$ cat src/rtl/dmem_arbiter.sv
// dmem_arbiter: shares a single-port data memory between the CPU load/store
// unit (port 0) and an auxiliary master such as a loader or DMA (port 1).
// One transaction is accepted per cycle. The memory is driven from registers,
// and read data returns to the owning port with a one-cycle rvalid pulse.
module dmem_arbiter #(
    parameter int AW           = 32,
    parameter int DW           = 32,
    parameter int RR_MODE      = 1,
    parameter int STARVE_LIMIT = 4
) (
    input  logic          clk,
    input  logic          rst_n,

    input  logic          m0_req,
    input  logic          m0_we,
    input  logic          m0_be,
    input  logic [AW-1:0] m0_addr,
    input  logic [DW-1:0] m0_wdata,
    output logic          m0_gnt,
    output logic          m0_rvalid,
    output logic [DW-1:0] m0_rdata,

    input  logic          m1_req,
    input  logic          m1_we,
    input  logic          m1_be,
    input  logic [AW-1:0] m1_addr,
    input  logic [DW-1:0] m1_wdata,
    output logic          m1_gnt,
    output logic          m1_rvalid,
    output logic [DW-1:0] m1_rdata,

    output logic          mem_we,
    output logic          mem_be,
    output logic [AW-1:0] mem_a,
    output logic [DW-1:0] mem_wd,
    input  logic [DW-1:0] mem_rd
);

    typedef enum logic {
        IDLE   = 1'b0,
        ACCESS = 1'b1
    } state_t;

    localparam logic [3:0] LIMIT = 4'(STARVE_LIMIT);

    state_t        state;
    state_t        state_next;

    // arbitration bookkeeping
    logic          last_owner;
    logic [3:0]    starve_cnt;
    logic          pick_m1;
    logic          accept;

    // fields of the winning request, muxed combinationally
    logic          sel_we;
    logic          sel_be;
    logic [AW-1:0] sel_addr;
    logic [DW-1:0] sel_wdata;

    // registered transaction that drives the memory during ACCESS
    logic          own_q;
    logic          we_q;
    logic          be_q;
    logic [AW-1:0] addr_q;
    logic [DW-1:0] wdata_q;

    logic          read_done;

    // Choose the winner for this cycle and mux its fields; word accesses are
    // aligned here so the memory never sees stray low address bits
    always_comb begin
        pick_m1 = 1'b0;
        if (m0_req && m1_req) begin
            if (RR_MODE != 0) begin
                pick_m1 = ~last_owner;
            end else begin
                pick_m1 = (starve_cnt == LIMIT);
            end
        end else begin
            pick_m1 = m1_req;
        end

        m0_gnt    = m0_req && !pick_m1;
        m1_gnt    = m1_req && pick_m1;
        accept    = m0_req || m1_req;

        sel_we    = pick_m1 ? m1_we    : m0_we;
        sel_be    = pick_m1 ? m1_be    : m0_be;
        sel_addr  = pick_m1 ? m1_addr  : m0_addr;
        sel_wdata = pick_m1 ? m1_wdata : m0_wdata;
        if (!sel_be) begin
            sel_addr[1:0] = 2'b00;
        end
    end

    // State register; reset drops straight to IDLE, killing any live write
    always_ff @(posedge clk or negedge rst_n) begin
        if (!rst_n) begin
            state <= IDLE;
        end else begin
            state <= state_next;
        end
    end

    // Next state and write strobe; the strobe is only live while in ACCESS
    always_comb begin
        state_next = IDLE;
        mem_we     = 1'b0;
        if (accept) begin
            state_next = ACCESS;
        end
        if (state == ACCESS) begin
            mem_we = we_q;
        end
    end

    assign mem_be    = be_q;
    assign mem_a     = addr_q;
    assign mem_wd    = wdata_q;
    assign read_done = (state == ACCESS) && !we_q;

    // Capture the accepted transaction and remember who won for round-robin
    always_ff @(posedge clk or negedge rst_n) begin
        if (!rst_n) begin
            own_q      <= 1'b0;
            we_q       <= 1'b0;
            be_q       <= 1'b0;
            addr_q     <= '0;
            wdata_q    <= '0;
            last_owner <= 1'b1;
        end else if (accept) begin
            own_q      <= pick_m1;
            we_q       <= sel_we;
            be_q       <= sel_be;
            addr_q     <= sel_addr;
            wdata_q    <= sel_wdata;
            last_owner <= pick_m1;
        end
    end

    // Return read data to its owner at the edge that ends the read ACCESS
    always_ff @(posedge clk or negedge rst_n) begin
        if (!rst_n) begin
            m0_rvalid <= 1'b0;
            m1_rvalid <= 1'b0;
            m0_rdata  <= '0;
            m1_rdata  <= '0;
        end else begin
            m0_rvalid <= 1'b0;
            m1_rvalid <= 1'b0;
            if (read_done) begin
                if (own_q) begin
                    m1_rvalid <= 1'b1;
                    m1_rdata  <= mem_rd;
                end else begin
                    m0_rvalid <= 1'b1;
                    m0_rdata  <= mem_rd;
                end
            end
        end
    end

    // Count consecutive cycles port 1 waits under fixed priority, saturating
    always_ff @(posedge clk or negedge rst_n) begin
        if (!rst_n) begin
            starve_cnt <= 4'd0;
        end else if (RR_MODE != 0) begin
            starve_cnt <= 4'd0;
        end else if (!m1_req || m1_gnt) begin
            starve_cnt <= 4'd0;
        end else if (starve_cnt != LIMIT) begin
            starve_cnt <= starve_cnt + 4'd1;
        end
    end

endmodule

$ cat config.mk
export PLATFORM = sky130hd
export DESIGN_NAME = dmem_arbiter
export DESIGN_NICKNAME = d
export VERILOG_FILES = /design/src/rtl/dmem_arbiter.sv
export SDC_FILE = /design/constraint.sdc
export NUM_CORES = 1
export LEC_CHECK = 0
export CAP_MARGIN = 20
export CORE_UTILIZATION = 44
export CTS_CLUSTER_DIAMETER = 40
export CTS_CLUSTER_SIZE = 8
export DETAILED_ROUTE_END_ITERATION = 7
export PLACE_DENSITY = 0.94
export SYNTH_ARGS = -nofsm -noshare
export SYNTH_HDL_FRONTEND = slang
export SYNTH_SLANG_ARGS = --single-unit
$ cat constraint.sdc
create_clock -name clk -period 3.2 [get_ports clk]
set_input_delay 0.64 -clock clk [delete_from_list [all_inputs] [get_ports clk]]
set_output_delay 0.64 -clock clk [all_outputs]
set_load 0.05 [all_outputs]
==> results.sh, run 1 <==
export IMPL_place_inst=963
export IMPL_n_antenna_cell=0
export IMPL_synth_area_sq_um=6250
export IMPL_clock_path_buffers=2
export IMPL_synthFlopType="dfrtp_1"
export IMPL_viasPerCell=5.34
export IMPL_numPortBuffers=301
export IMPL_final_core_util_pct=71.5
export IMPL_grt_util_all_layers_pct=25.7
export IMPL_setup_viol=0
export IMPL_antenna_found_initial=0
export IMPL_yosysTopAreaCellShare_pct=53.7
export IMPL_leakagePower_uw=0.00437
export IMPL_yosysWarnings=0
export IMPL_finalPower_uw=7400
export IMPL_place_hpwl_microns=13000
export IMPL_seq_area_sq_um=3380
export IMPL_drv_slew=0
export IMPL_clk_latency_ns=0.42
export IMPL_start_util_pct=45.0
export IMPL_grt_max_degree=75
export IMPL_finalCritPeriodShare_pct=78.2
export IMPL_period_needed_ns=2.50
export IMPL_dieArea_sq_um=14700
export IMPL_fmax_mhz=400
export IMPL_nNetsFinal=970
export IMPL_max_cap_viol_count=0
export IMPL_vdd_drop_max_v=0.000340
export IMPL_synthArstFlopShare_pct=100
export IMPL_synth_area_per_cell_sq_um=12.1
export IMPL_fin_cells=995
export IMPL_ys_ff_latch=135
export IMPL_syn_inst=516
export IMPL_rsz0062_at_grt="false"
export IMPL_worst_pin_slew_ns=0.916
export IMPL_setup_tns_ns=0
export IMPL_clockRootBuffer="clkbuf_16"
export IMPL_ant_nets=0
export IMPL_run_status="finished clean"
export IMPL_cp_required_ns=2.56
export IMPL_wl_per_cell_microns=18.6
export IMPL_die_y_microns=121
export IMPL_first_pass_iters=4
export IMPL_grt_overflow=0
export IMPL_h_tree_depth=4
export IMPL_vias=5317
export IMPL_synth_edf_count=0
export IMPL_area_delta_synth_final_pct=58.7
export IMPL_final_layout_size_suffix_gt1_share_pct=13.3
export IMPL_r2r_slack_ns=1.22
export IMPL_power_density_nw_per_um2=746
export IMPL_grt_pass1_wl_microns=28600
export IMPL_cts_clk_slew_worst_paths_ns=0.06
export IMPL_criticalPathCategory="input pin to primary output"
export IMPL_cp_max_fo=44
export IMPL_synth_area_leader_cell="dfrtp_1"
export IMPL_cts_setup_buffers=0
export IMPL_drc=0
export IMPL_io_pins=302
export IMPL_slew_headroom_pct=38.6
export IMPL_cts_tree="done"
export IMPL_end_kind="primary output"
export IMPL_numCtsBuffers=17
export IMPL_multi_input_area_sq_um=2590
export IMPL_first_iter_violations=302
export IMPL_num_fill_cells=934
export IMPL_finalHoldViolCount=0
export IMPL_hold_path_class="input pin to async pin"
export IMPL_finClkSkew_ns=0.00844
export IMPL_syn_num_nets=684
export IMPL_synth_distinct_cells=25
export IMPL_synthTopCellsByArea="dfrtp_1 54%, mux2_2 10%, mux2i_1 10%, a2bb2oi_1 8.8%, nand3_1 5.0%"
export IMPL_wirelength_microns=18500
export IMPL_worst_setup_path_start_kind="input pin"
export IMPL_ys_seq_area_share_pct=54.1
export IMPL_coreArea_sq_um=13900
export IMPL_cts_sinks=135
export IMPL_die_x_microns=121
export IMPL_cts_resized_gates=0
export IMPL_arrival_ns=1.86
export IMPL_gp_congestion=0.767
export IMPL_rows=43
export IMPL_ctsHoldBuffers=0
export IMPL_grt_pass1_vias=5370
-- logic make-up after synthesis --
kind of cell | count (synthesis) | synth area share [%]
AO/OA/AOI/OAI | 69 | 9.55
buffers and inverters | 46 | 4.46
flip-flops | 135 | 54.1
multiplexers | 129 | 21.9
AND/OR/NAND/NOR | 137 | 9.97
-- report_power, final --
part / switching [uW] / leakage, uW / internal, uW / total, uW
Clock: 795 / 0.000296 / 1190 / 1990
Combinational: 1930 / 0.00249 / 1180 / 3110
Sequential: 217 / 0.00159 / 2080 / 2300
-- placed cells by master (no fill, tap or decap), types with 3 or more instances in the layout --
| cell | count |
|---|---|
| clkbuf_16 | 17 |
| inv_1 | 3 |
| clkdlybuf4s50_1 | 296 |
| mux2i_1 | 65 |
| a2bb2oi_1 | 63 |
| dfrtp_1 | 134 |
| mux2_2 | 58 |
| nand3_1 | 63 |
| mux2_1 | 6 |
| clkinv_4 | 4 |
| buf_12 | 3 |
| nand2_1 | 67 |
| inv_6 | 4 |
| buf_4 | 7 |
-- registers in the layout, indices dropped and copies added (netlist names), 32 cells and up --
signal    count
m1_rdata     32
mem_wd       32
m0_rdata     32
mem_a        32
-- through the flow --
| step | hold slack [ns] | instance area [sq um] | setup WS [ns] |
|---|---|---|---|
| 2_1_floorplan | 0.344 | 6250 | 1.05 |
| 3_3_place_gp | 0.463 | 9310 | 0.723 |
| 3_5_place_dp | 0.472 | 9310 | 0.711 |
| 4_1_cts | 0.215 | 9920 | 0.707 |
| 5_1_grt | 0.237 | 9920 | 0.638 |
| 6_report | 0.188 | 9920 | 0.698 |
-- cell usage after synthesis (all sizes together), types with 2 or more instances --
cell type  instances
a2bb2oi           63
and2               2
buf               36
clkbuf             6
dfrtp            134
inv                4
mux2              64
mux2i             65
nand2             67
nand3             63
nor2               2
o21ai              3
-- worst max-delay path, cell delays in order --
cell and delay [ns]:
buf_6 0.25, buf_4 0.55, and2_1 0.26, buf_12 0.15
-- layout make-up --
class                      instances  share of cell area, %
sequential                       135                   34.1
timing repair buffer             309                   31.3
multi-input combinational        335                   26.1
clock buffer                      18                   4.43
tap                              180                   2.27
clock inverter                    14                   1.67
inverter                           4                  0.151
-- path summary, 6_finish.rpt --
| check | startpoint | endpoint | cells past startpoint |
|---|---|---|---|
| max | m0_req | m0_gnt | 4 |
| min | rst_n | mem_a[12] | 1 |
| max reg2reg | we_q | m1_rdata[23] | 2 |
| min reg2reg | mem_be | mem_be | 2 |
| max in group asynchronous | rst_n | mem_a[29] | 2 |
| min in group clk | mem_be | mem_be | 2 |
-- per-layer routing --
| layer | global-route usage [%] | part of all wire (%) |
|---|---|---|
| met5 | 0 | 0 |
| met4 | 11.5 | 2.7 |
| met3 | 8.13 | 8.3 |
| met2 | 43.7 | 51 |
| met1 | 29.6 | 38 |
No activity file was read; power rests on OpenSTA's default activity.
==> inputs of run 2 (changes only) <==
- CORE_UTILIZATION: 44 -> 37
- PLACE_DENSITY: 0.94 -> 0.85
- clock period: 3.2 -> 2.1 ns (I/O delays scaled with it)
==> results.sh, run 2 (same netlist as run 1, synthesis figures left out) <==
export IMPL_ant_nets=0
export IMPL_place_hpwl_microns=12800
export IMPL_crit_chain="clkdlybuf4s50_1"
export IMPL_numPortBuffers=301
export IMPL_seqPwrFrac_pct=30.7
export IMPL_cp_max_fo=2
export IMPL_critPathTopFamily="buffers and inverters"
export IMPL_first_iter_violations=196
export IMPL_nNetsFinal=977
export IMPL_die_x_microns=132
export IMPL_wl_met3_microns=1370
export IMPL_setup_tns_ns=0
export IMPL_p_sw_uw=4410
export IMPL_gp_congestion=0.801
export IMPL_area_delta_synth_final_pct=61.7
export IMPL_final_layout_size_suffix_gt1_share_pct=13.9
export IMPL_slew_headroom_pct=57.8
export IMPL_internal_power_uw=6890
export IMPL_drv_slew=0
export IMPL_most_common_layout_cells="294 x clkdlybuf4s50_1, 134 x dfrtp_1, 67 x nand2_1"
export IMPL_numCtsBuffers=17
export IMPL_viasPerCell=5.08
export IMPL_grt_pass1_vias=5527
export IMPL_worst_pin_slew_ns=0.636
export IMPL_end_kind="primary output"
export IMPL_io_pins=302
export IMPL_startpoint="mem_a[27]"
export IMPL_h_tree_depth=4
export IMPL_top_layer_used="met4"
export IMPL_power_density_nw_per_um2=1120
export IMPL_vias=5293
export IMPL_finalCritPeriodShare_pct=97.4
export IMPL_rows=47
export IMPL_combPwrFrac_pct=42.2
export IMPL_worst_setup_path_start_kind="flop"
export IMPL_finalHoldViolCount=0
export IMPL_leakagePower_uw=0.00444
export IMPL_antenna_found_initial=0
export IMPL_hold_path_class="input pin to flop"
export IMPL_clkPwrFrac_pct=27.1
export IMPL_start_util_pct=37.8
export IMPL_die_y_microns=132
export IMPL_slowest_stage="clkdlybuf4s50_1"
export IMPL_grt_pass1_wl_microns=29600
export IMPL_setup_viol=0
export IMPL_grt_util_all_layers_pct=21.8
export IMPL_fmax_mhz=489
export IMPL_coreArea_sq_um=16500
export IMPL_cp_num_buf_inv=1
export IMPL_cts_setup_buffers=0
export IMPL_grt_max_degree=67
export IMPL_clock_path_buffers=2
export IMPL_cts_sinks=135
export IMPL_swShare_pct=39.0
export IMPL_wl_met2_microns=8980
export IMPL_finClkSkew_ns=0.00787
export IMPL_max_stage_delay_ns=0.85
export IMPL_rsz0062_at_grt="false"
export IMPL_cts_tree="done"
export IMPL_wirelength_microns=18400
export IMPL_clk_latency_ns=0.42
export IMPL_dieArea_sq_um=17400
export IMPL_cp_required_ns=1.68
export IMPL_final_core_util_pct=61.2
export IMPL_drc=0
export IMPL_wl_met1_microns=7750
export IMPL_clockRootBuffer="clkbuf_16"
export IMPL_r2r_start="last_owner"
export IMPL_wl_per_cell_microns=17.7
export IMPL_vdd_drop_max_v=0.000687
export IMPL_final_common_cell="clkdlybuf4s50_1"
export IMPL_cts_clk_slew_worst_paths_ns=0.06
export IMPL_criticalPathCategory="flop to primary output"
export IMPL_period_needed_ns=2.04
export IMPL_first_pass_iters=4
export IMPL_grt_overflow=0
export IMPL_arrival_ns=1.62
export IMPL_run_status="finished clean"
export IMPL_max_cap_viol_count=0
export IMPL_worstHoldStart="m0_req"
export IMPL_n_antenna_cell=0
-- run 2: cell types whose count changed in the layout (fill, tap and decap cells not counted), moves of 2 or more --
cell / before / now
buf_12: 3 / 10
inv_8: 2 / 0
clkinv_2: 1 / 3
clkdlybuf4s50_1: 296 / 294
inv_6: 4 / 2
-- run 2: final cells by class --
type                    count  area (sq um)
clock buffers              18           429
flip-flops and latches    135          3380
repair buffers            316          3240
clock inverters            14           174
multi-input cells         335          2590
well taps                 220           275
fillers                  1337          6420
inverters                   4          15.0
-- run 2: timing repair --
item	CTS	global route
hold buffers	1	0
gates resized for setup	1	0
setup endpoints to repair	1	0
hold endpoints to repair	40	0
-- run 2: power groups by stage --
stage	Sequential (uW)	Combinational, uW	Clock (uW)
detailed placement	3510	4780	0
floorplan	5490	979	0
global route	3550	4960	3260
finish	3470	4760	3060
CTS	3480	4790	3130
global placement	3490	4730	0
-- run 2: metrics by stage --
step                      setup WS [ns]  cells  total power (uW)  hold slack [ns]  area (sq um)
after detailed placement          0.413   1009              8290            0.367          9490
after global placement            0.405   1009              8220            0.371          9490
after global routing            0.00147   1042             11800            0.422         10100
after CTS                        0.0243   1042             11400            0.418         10100
after floorplan                   0.394    516              6470            0.124          6250
final                            0.0552   1042             11300            0.432         10100
-- run 2: worst paths after layout --
path | to | slack (ns) | cells after the start
max in group asynchronous | mem_wd[5] | 0.98 | 3
min | own_q | 0.43 | 3
max reg2reg | mem_a[29] | 0.57 | 5
max | mem_a[27] | 0.06 | 1
min in group asynchronous | m1_rdata[11] | 0.49 | 2
min reg2reg | m0_rdata[21] | 0.49 | 1
-- run 2: layer usage --
metal | vias up | GRT usage, %
met4 | 0 | 7.43
met1 | 2576 | 26.5
met2 | 216 | 36.6
met3 | 26 | 7.00
met5 | - | 0
li1 | 2475 | -
==> inputs of run 3 (changes only) <==
- REMOVE_ABC_BUFFERS: default -> 1
==> results.sh, run 3 (same netlist as run 1, synthesis figures left out) <==
export IMPL_run_status="finished clean"
export IMPL_grt_util_all_layers_pct=21.2
export IMPL_nNetsFinal=975
export IMPL_gp_congestion=0.768
export IMPL_cp_num_buf_inv=1
export IMPL_vias=5293
export IMPL_numPortBuffers=301
export IMPL_coreArea_sq_um=16500
export IMPL_power_density_nw_per_um2=1130
export IMPL_fmax_mhz=488
export IMPL_finClkSkew_ns=0.00946
export IMPL_antenna_found_initial=0
export IMPL_cp_max_fo=2
export IMPL_clockRootBuffer="clkbuf_16"
export IMPL_numCtsBuffers=17
export IMPL_criticalPathCategory="flop to primary output"
export IMPL_cts_clk_slew_worst_paths_ns=0.06
export IMPL_cts_setup_buffers=0
export IMPL_arrival_ns=1.63
export IMPL_rows=47
export IMPL_worst_pin_slew_ns=0.578
export IMPL_cts_resized_gates=0
export IMPL_die_x_microns=132
export IMPL_max_cap_viol_count=0
export IMPL_worstHoldStart="m0_req"
export IMPL_end_kind="primary output"
export IMPL_first_pass_iters=4
export IMPL_grt_pass1_vias=5535
export IMPL_dieArea_sq_um=17400
export IMPL_grt_pass1_wl_microns=29100
export IMPL_r2r_start="last_owner"
export IMPL_area_delta_synth_final_pct=61.7
export IMPL_cts_sinks=135
export IMPL_place_inst=1007
export IMPL_cts_tree="done"
export IMPL_startpoint="mem_wd[14]"
export IMPL_first_iter_violations=186
export IMPL_most_common_layout_cells="295 x clkdlybuf4s50_1, 134 x dfrtp_1, 67 x nand2_1"
export IMPL_viasPerCell=5.09
export IMPL_fin_cells=1040
export IMPL_clk_latency_ns=0.41
export IMPL_finalCritPeriodShare_pct=97.5
export IMPL_ant_nets=0
export IMPL_setup_tns_ns=0
export IMPL_grt_overflow=0
export IMPL_n_antenna_cell=0
export IMPL_start_util_pct=37.8
export IMPL_place_hpwl_microns=12800
export IMPL_setup_viol=0
export IMPL_grt_max_degree=67
export IMPL_worst_setup_path_start_kind="flop"
export IMPL_hold_path_class="input pin to flop"
export IMPL_critPathTopFamily="buffers and inverters"
export IMPL_h_tree_depth=4
export IMPL_ctsHoldBuffers=1
export IMPL_finalHoldViolCount=0
export IMPL_slowest_stage="clkdlybuf4s50_1"
export IMPL_cp_required_ns=1.68
export IMPL_final_core_util_pct=61.1
export IMPL_max_stage_delay_ns=0.85
export IMPL_wl_per_cell_microns=17.8
export IMPL_slew_headroom_pct=61.4
export IMPL_rsz0062_at_grt="false"
export IMPL_vdd_drop_max_v=0.000784
export IMPL_final_layout_size_suffix_gt1_share_pct=13.8
export IMPL_period_needed_ns=2.05
export IMPL_clock_path_buffers=2
export IMPL_crit_chain="clkdlybuf4s50_1"
export IMPL_leakagePower_uw=0.00443
export IMPL_drv_slew=0
export IMPL_io_pins=302
export IMPL_drc=0
export IMPL_final_common_cell="clkdlybuf4s50_1"
export IMPL_wirelength_microns=18500
export IMPL_die_y_microns=132
## run 3: cell count changes in the layout (fill, tap and decap cells not counted), sizes merged
cell           change
clkinv             -5
clkbuf             -1
buf                -2
dlygate4sd2        -1
clkinvlp           +2
clkdlybuf4s50      +1
inv                +4
## run 3: stage by stage
stage          hold slack (ns)  setup WS (ns)  total power, uW  area (sq um)
2_1_floorplan            0.124         -0.102             6350          5990
3_3_place_gp             0.356          0.429             8230          9480
4_1_cts                  0.440         0.0320            11500         10100
3_5_place_dp             0.364          0.358             8310          9480
6_report                 0.455         0.0524            11400         10100
5_1_grt                  0.444        0.00231            11800         10100
## run 3: layer usage
metal	up-vias	share of wire, %	GRT usage (%)	routed length, microns
met2	253	47	34.5	8700
met3	22	13	11.0	2320
met4	0	1.5	5.43	276
met1	2559	39	24.7	7170
met5	-	0	0	0
li1	2459	-	-	-
## run 3: worst paths after layout
path,cells past startpoint,to,slack (ns)
max,1,mem_wd[14],0.05
min,3,own_q,0.45
max reg2reg,5,mem_wd[11],0.55
min reg2reg,1,m0_rdata[18],0.49
max in group asynchronous,3,mem_wd[28],0.99
min in group asynchronous,2,m1_rdata[11],0.50
## run 3: cell type report
| class | instances | area [sq um] |
|---|---|---|
| multi-input cells | 335 | 2590 |
| fillers | 1317 | 6420 |
| inverters | 4 | 15.0 |
| clock buffers | 17 | 425 |
| flip-flops and latches | 135 | 3380 |
| well taps | 220 | 275 |
| clock inverters | 15 | 190 |
| repair buffers | 314 | 3230 |
## run 3: power by group
part           total, uW  switching (uW)  internal [uW]
clock               3100            1210           1900
combinational       4790            2950           1840
sequential          3480             306           3170
total              11400            4470           6910
